[config.mk]
export PLATFORM = sky130hd
export DESIGN_NAME = msg_sched_stream
export DESIGN_NICKNAME = d
export VERILOG_FILES = /design/src/rtl/sha2_sched_pkg.sv /design/src/rtl/msg_sched_sigma.sv /design/src/rtl/msg_sched_stream.sv
export SDC_FILE = /design/constraint.sdc
export NUM_CORES = 2
export LEC_CHECK = 0
export ABC_AREA = 1
export ABC_CLOCK_PERIOD_IN_PS = 19600
export BUFFER_PORTS_ARGS = -buffer_cell sky130_fd_sc_hd__clkbuf_2
export CAP_MARGIN = 0
export CORE_ASPECT_RATIO = 1.2
export CORE_MARGIN = 3
export CORE_UTILIZATION = 50
export DETAILED_ROUTE_END_ITERATION = 7
export PLACE_DENSITY = 0.69
export SETUP_SLACK_MARGIN = 0.3
export SLEW_MARGIN = 20
export SYNTH_ARGS = -nofsm -noshare
export SYNTH_HDL_FRONTEND = slang
export SYNTH_SLANG_ARGS = --single-unit
export TNS_END_PERCENT = 10
[constraint.sdc]
create_clock -name clk -period 19.6 [get_ports clk]
set_input_delay 3.92 -clock clk [delete_from_list [all_inputs] [get_ports clk]]
set_output_delay 3.92 -clock clk [all_outputs]
set_load 0.005 [all_outputs]
[src/rtl/sha2_sched_pkg.sv]
// Shared types, constants and sigma helpers for the SHA-2 message scheduler.
// Helpers take a 64-bit container plus the active word width (32 or 64).
package sha2_sched_pkg;

  localparam int BLK_WORDS = 16;

  typedef enum logic [1:0] {
    IDLE,
    LOAD,
    GEN
  } sched_state_e;

  localparam int S0_256_A = 7;
  localparam int S0_256_B = 18;
  localparam int S0_256_C = 3;
  localparam int S1_256_A = 17;
  localparam int S1_256_B = 19;
  localparam int S1_256_C = 10;

  localparam int S0_512_A = 1;
  localparam int S0_512_B = 8;
  localparam int S0_512_C = 7;
  localparam int S1_512_A = 19;
  localparam int S1_512_B = 61;
  localparam int S1_512_C = 6;

  function automatic logic [63:0] rotr(input logic [63:0] x, input int n, input int w);
    logic [63:0] r;
    if (w == 32) r = {32'd0, (x[31:0] >> n) | (x[31:0] << (32 - n))};
    else         r = (x >> n) | (x << (64 - n));
    return r;
  endfunction

  function automatic logic [63:0] sig0(input logic [63:0] x, input int w);
    logic [63:0] r;
    if (w == 32)
      r = rotr(x, S0_256_A, 32) ^ rotr(x, S0_256_B, 32) ^ {32'd0, x[31:0] >> S0_256_C};
    else
      r = rotr(x, S0_512_A, 64) ^ rotr(x, S0_512_B, 64) ^ (x >> S0_512_C);
    return r;
  endfunction

  function automatic logic [63:0] sig1(input logic [63:0] x, input int w);
    logic [63:0] r;
    if (w == 32)
      r = rotr(x, S1_256_A, 32) ^ rotr(x, S1_256_B, 32) ^ {32'd0, x[31:0] >> S1_256_C};
    else
      r = rotr(x, S1_512_A, 64) ^ rotr(x, S1_512_B, 64) ^ (x >> S1_512_C);
    return r;
  endfunction

endpackage

[src/rtl/msg_sched_sigma.sv]
// Combinational small-sigma pair: s0 of x0 (W[t-15]) and s1 of x1 (W[t-2]).
module msg_sched_sigma
  import sha2_sched_pkg::*;
#(
  parameter int WORD_W = 32
) (
  input  logic [WORD_W-1:0] x0,
  input  logic [WORD_W-1:0] x1,
  output logic [WORD_W-1:0] s0,
  output logic [WORD_W-1:0] s1
);

  assign s0 = WORD_W'(sig0(64'(x0), WORD_W));
  assign s1 = WORD_W'(sig1(64'(x1), WORD_W));

endmodule

[src/rtl/msg_sched_stream.sv]
// Streaming SHA-256/SHA-512 message scheduler: 16 loaded words, then generated W[t].
// Optional MSG_SCHED_STALL_CNT_EN adds saturating stall/starve counters.
module msg_sched_stream
  import sha2_sched_pkg::*;
#(
  parameter int WORD_W = 32,
  parameter int ROUNDS = 64,
  parameter int RND_W  = $clog2(ROUNDS)
) (
  input  logic              clk,
  input  logic              reset,
  input  logic              blk_start,
  input  logic              abort,
  input  logic              m_valid,
  output logic              m_ready,
  input  logic [WORD_W-1:0] m_data,
  output logic              w_valid,
  input  logic              w_ready,
  output logic [WORD_W-1:0] w_data,
  output logic [RND_W-1:0]  w_round,
  output logic              w_last,
  output logic              busy
`ifdef MSG_SCHED_STALL_CNT_EN
  ,
  output logic [15:0]       stall_cnt,
  output logic [15:0]       starve_cnt
`endif
);

  generate
    if (!((WORD_W == 32 && ROUNDS == 64) || (WORD_W == 64 && ROUNDS == 80))) begin : g_bad_cfg
      $error("msg_sched_stream: WORD_W/ROUNDS must be 32/64 or 64/80");
    end
  endgenerate

  localparam logic [RND_W-1:0] LAST_RND  = RND_W'(ROUNDS - 1);
  localparam logic [RND_W-1:0] LAST_LOAD = RND_W'(BLK_WORDS - 1);

  sched_state_e      state, state_nxt;
  logic [WORD_W-1:0] win [BLK_WORDS];
  logic [RND_W-1:0]  rnd_cnt;
  logic [WORD_W-1:0] s0, s1, gen_word, load_word;
  logic              out_free, start_ok, word_load;

  msg_sched_sigma #(.WORD_W(WORD_W)) u_sigma (
    .x0(win[1]),
    .x1(win[14]),
    .s0(s0),
    .s1(s1)
  );

  assign gen_word = s1 + win[9] + s0 + win[0];
  assign busy     = (state != IDLE);

  // Once the final word sits in the output register, GEN only waits for it to drain.
  always_comb begin
    state_nxt = state;
    out_free  = !w_valid || w_ready;
    m_ready   = 1'b0;
    word_load = 1'b0;
    load_word = gen_word;
    start_ok  = 1'b0;
    case (state)
      IDLE: begin
        if (blk_start) begin
          start_ok  = 1'b1;
          state_nxt = LOAD;
        end
      end
      LOAD: begin
        m_ready   = out_free;
        load_word = m_data;
        word_load = m_valid && out_free;
        if (word_load && rnd_cnt == LAST_LOAD) state_nxt = GEN;
      end
      GEN: begin
        word_load = out_free && !w_last;
        if (w_valid && w_ready && w_last) state_nxt = IDLE;
      end
      default: state_nxt = IDLE;
    endcase
    if (abort) begin
      state_nxt = IDLE;
      start_ok  = 1'b0;
      word_load = 1'b0;
    end
  end

  always_ff @(posedge clk or posedge reset) begin
    if (reset) state <= IDLE;
    else       state <= state_nxt;
  end

  // The round counter parks at ROUNDS-1 so it never wraps inside a block.
  always_ff @(posedge clk or posedge reset) begin
    if (reset) begin
      w_valid <= 1'b0;
      w_data  <= '0;
      w_round <= '0;
      w_last  <= 1'b0;
      rnd_cnt <= '0;
      for (int i = 0; i < BLK_WORDS; i++) win[i] <= '0;
    end else if (abort) begin
      w_valid <= 1'b0;
      w_last  <= 1'b0;
    end else if (start_ok) begin
      w_valid <= 1'b0;
      w_last  <= 1'b0;
      rnd_cnt <= '0;
    end else if (word_load) begin
      w_valid <= 1'b1;
      w_data  <= load_word;
      w_round <= rnd_cnt;
      w_last  <= (rnd_cnt == LAST_RND);
      for (int i = 0; i < BLK_WORDS - 1; i++) win[i] <= win[i+1];
      win[BLK_WORDS-1] <= load_word;
      if (rnd_cnt != LAST_RND) rnd_cnt <= rnd_cnt + 1'b1;
    end else if (w_ready) begin
      w_valid <= 1'b0;
      w_last  <= 1'b0;
    end
  end

`ifdef MSG_SCHED_STALL_CNT_EN
  always_ff @(posedge clk or posedge reset) begin
    if (reset) begin
      stall_cnt  <= '0;
      starve_cnt <= '0;
    end else if (start_ok) begin
      stall_cnt  <= '0;
      starve_cnt <= '0;
    end else begin
      if (w_valid && !w_ready && stall_cnt != 16'hFFFF) stall_cnt <= stall_cnt + 16'd1;
      if (state == LOAD && m_ready && !m_valid && starve_cnt != 16'hFFFF)
        starve_cnt <= starve_cnt + 16'd1;
    end
  end
`endif

endmodule

==> metrics.cfg <==
[critical_path]
critPathLaunch=w_ready
crit_chain=clkbuf_2 -> nor2_1 -> nor2_1 -> clkbuf_2
critical_path_class=primary input to output port
cp_max_fo=3
r2r-start=state[1]
arrival_ns=4.46
worst_path_largest_cell_delay_ns=0.24
crit_path_start_kind=primary input
critPathSlowestCell=nor2_1
cp-end-kind=output port
r2r_slack_ns=15.21
cp.required_ns=15.68

[synth]
synth_cells=2895
synth_top_family_by_area=simple AND/OR/NAND/NOR gates
synth_most_common_cell=nand2_1
muxShareOfSynthArea_pct=0
synth_top_area_share_pct=52.36
synth_seq_cells=528
syn_area_um2=25230
syn_nets=3031
synthTopCellsByArea=dfrtp_1 (52%), nand2_1 (12%), inv_1 (6.9%), o21ai_0 (5.3%), fa_1 (4.9%)
synth_compound_area_share_pct=11.28
ys_warn_count=0
yosys.area_share.simple_pct=14.71
yosys_most_used_dff=dfrtp_1
synth_fa_ha_area_share_pct=6.704
seq_area_frac_synth_pct=52.36
synth-edff-count=0
async_flop_share_pct=100.0
synthTopCellsByCount=nand2_1 (802), dfrtp_1 (528), inv_1 (464), o21ai_0 (269), o21ai_1 (221)
avgSynthCellArea_um2=8.716
synth_xor_area_share_pct=4.408
yosysTopAreaCell=dfrtp_1
synth_cell_types=35

[drt]
drtIter0Drc=1358
drt_wl_total_um=60770
dr.pass1.iters=7
ant_nets=0
num_vias=18096
drc_errors=0
routedWlPerCell_um=17.09
viasPerCell=5.089

[sta]
worst_hold_slack_ns=0.4746
fmax_mhz=119.4
finalCritPeriodShare_pct=42.74
final-max-slew-violation-count=0
setup_viol=0
fin_crit_ns=8.378
setup_ws_ns=11.22
relSlewSlack_pct=30.75
fin_skew_ns=0.02875
rsz0062_at_grt=no
tightest_slew_ns=1.039
fin_tns_setup_ns=0
final-hold-violation-count=0

[global_routing]
grt_pass1_wl_um=97400
grt_max_degree=270
antenna_found_initial=0
grt_pass1_vias=17727
track_usage_pct=23.39
grt-ovfl-total=0

[clock_tree]
clock_path_buffers=3
cts_resized=0
tritoncts=yes
root_buffer=clkbuf_16
clock_sinks=528
clock_latency_ns=0.62
cts_made_buffers=53
h-tree-depth=2
postCtsSetupRepairBufs=0
hold_buffers=0
clk_pin_slew_worst_paths_ns=0.07

[final_layout]
nFillCells=4353
area_delta_synth_final_pct=9.753
drive_above_1_share_pct=6.749
diodes=0
nets=3011
fin_util_pct=55.89

[die]
ios=80
die-area_um2=53210
fp.dieW_um=211.1
start_util_pct=50.92
row_count=89
core_um2=49550
fp.dieH_um=252.1

[worst_hold_path]
min_from=win[92]
min_path_type=register to register

[outcome]
status=completed

[placed_design]
port_buffers=79
hpwl_um=42600
gp_congestion=0.9207
pre_cts_slack_ns=11.24

[run]
cap_viol_max_count=0

[placed cells by master, fill, tap and decap left out, drive strengths merged, types with 13 or more instances in the layout]
cell type / Yosys / routed
a21oi: 40 / 40
buf: 131 / 13
clkbuf: 36 / 146
dfrtp: 528 / 528
fa: 62 / 62
ha: 36 / 36
inv: 466 / 469
nand2: 802 / 802
nand3: 57 / 57
nor2: 78 / 78
o21ai: 490 / 490
xnor2: 60 / 60
xor2: 67 / 67
[area by class of cell]
| type | instances | area (µm²) | share of cell area, % |
|---|---|---|---|
| timing repair buffer | 92 | 541.8 | 1.956 |
| clock inverter | 32 | 530.5 | 1.916 |
| clock buffer | 67 | 1480 | 5.344 |
| inverter | 466 | 1764 | 6.370 |
| sequential | 528 | 13210 | 47.71 |
| multi-input combinational | 1734 | 9369 | 33.83 |
| tap | 637 | 797.0 | 2.878 |
[critical path: cells and delay by family]
| kind | cells | cell delay, ns |
|---|---|---|
| AND/OR/NAND/NOR | 2 | 0.31 |
| buffers and inverters | 2 | 0.23 |
[stage by stage]
| step | cells | area [µm²] |
|---|---|---|
| final | 3556 | 27700 |
| after detailed placement | 3456 | 25650 |
| after floorplan | 2895 | 25230 |
| after CTS | 3555 | 27660 |
| after global placement | 3456 | 25650 |
| after global routing | 3556 | 27700 |
[state kept, by name, indices dropped and copies added, names as in the netlist]
| name | flops |
|---|---|
| win | 512 |
| w_round | 6 |
| w_last | 1 |
| rnd_cnt | 6 |
| w_valid | 1 |
| state | 2 |
[kinds of logic after synthesis]
family          after synthesis
simple gates                953
buf+inv                     633
compound gates              556
flops                       528
xor+xnor                    127
fa+ha+maj                    98
[final timing paths]
kind                       endpoint  cells past startpoint
max                         m_ready                      4
min                        win[124]                      2
max reg2reg                win[463]                      9
min reg2reg                win[124]                      2
max in group asynchronous  win[319]                      3
min in group asynchronous  win[329]                      2
[routing by layer]
| layer | up-vias | track usage (%) | share of wire (%) | wire, µm |
|---|---|---|---|---|
| met3 | 119 | 4.233 | 5.4 | 3299 |
| met1 | 8750 | 31.93 | 43 | 26270 |
| li1 | 8821 | - | - | - |
| met2 | 406 | 37.99 | 47 | 28790 |
| met4 | 0 | 8.250 | 4.0 | 2408 |
| met5 | - | 0 | 0 | 0 |
Power is left out: the tool's default activity adds up to more than one toggle a clock period on the data nets, which glitch-free logic cannot reach.
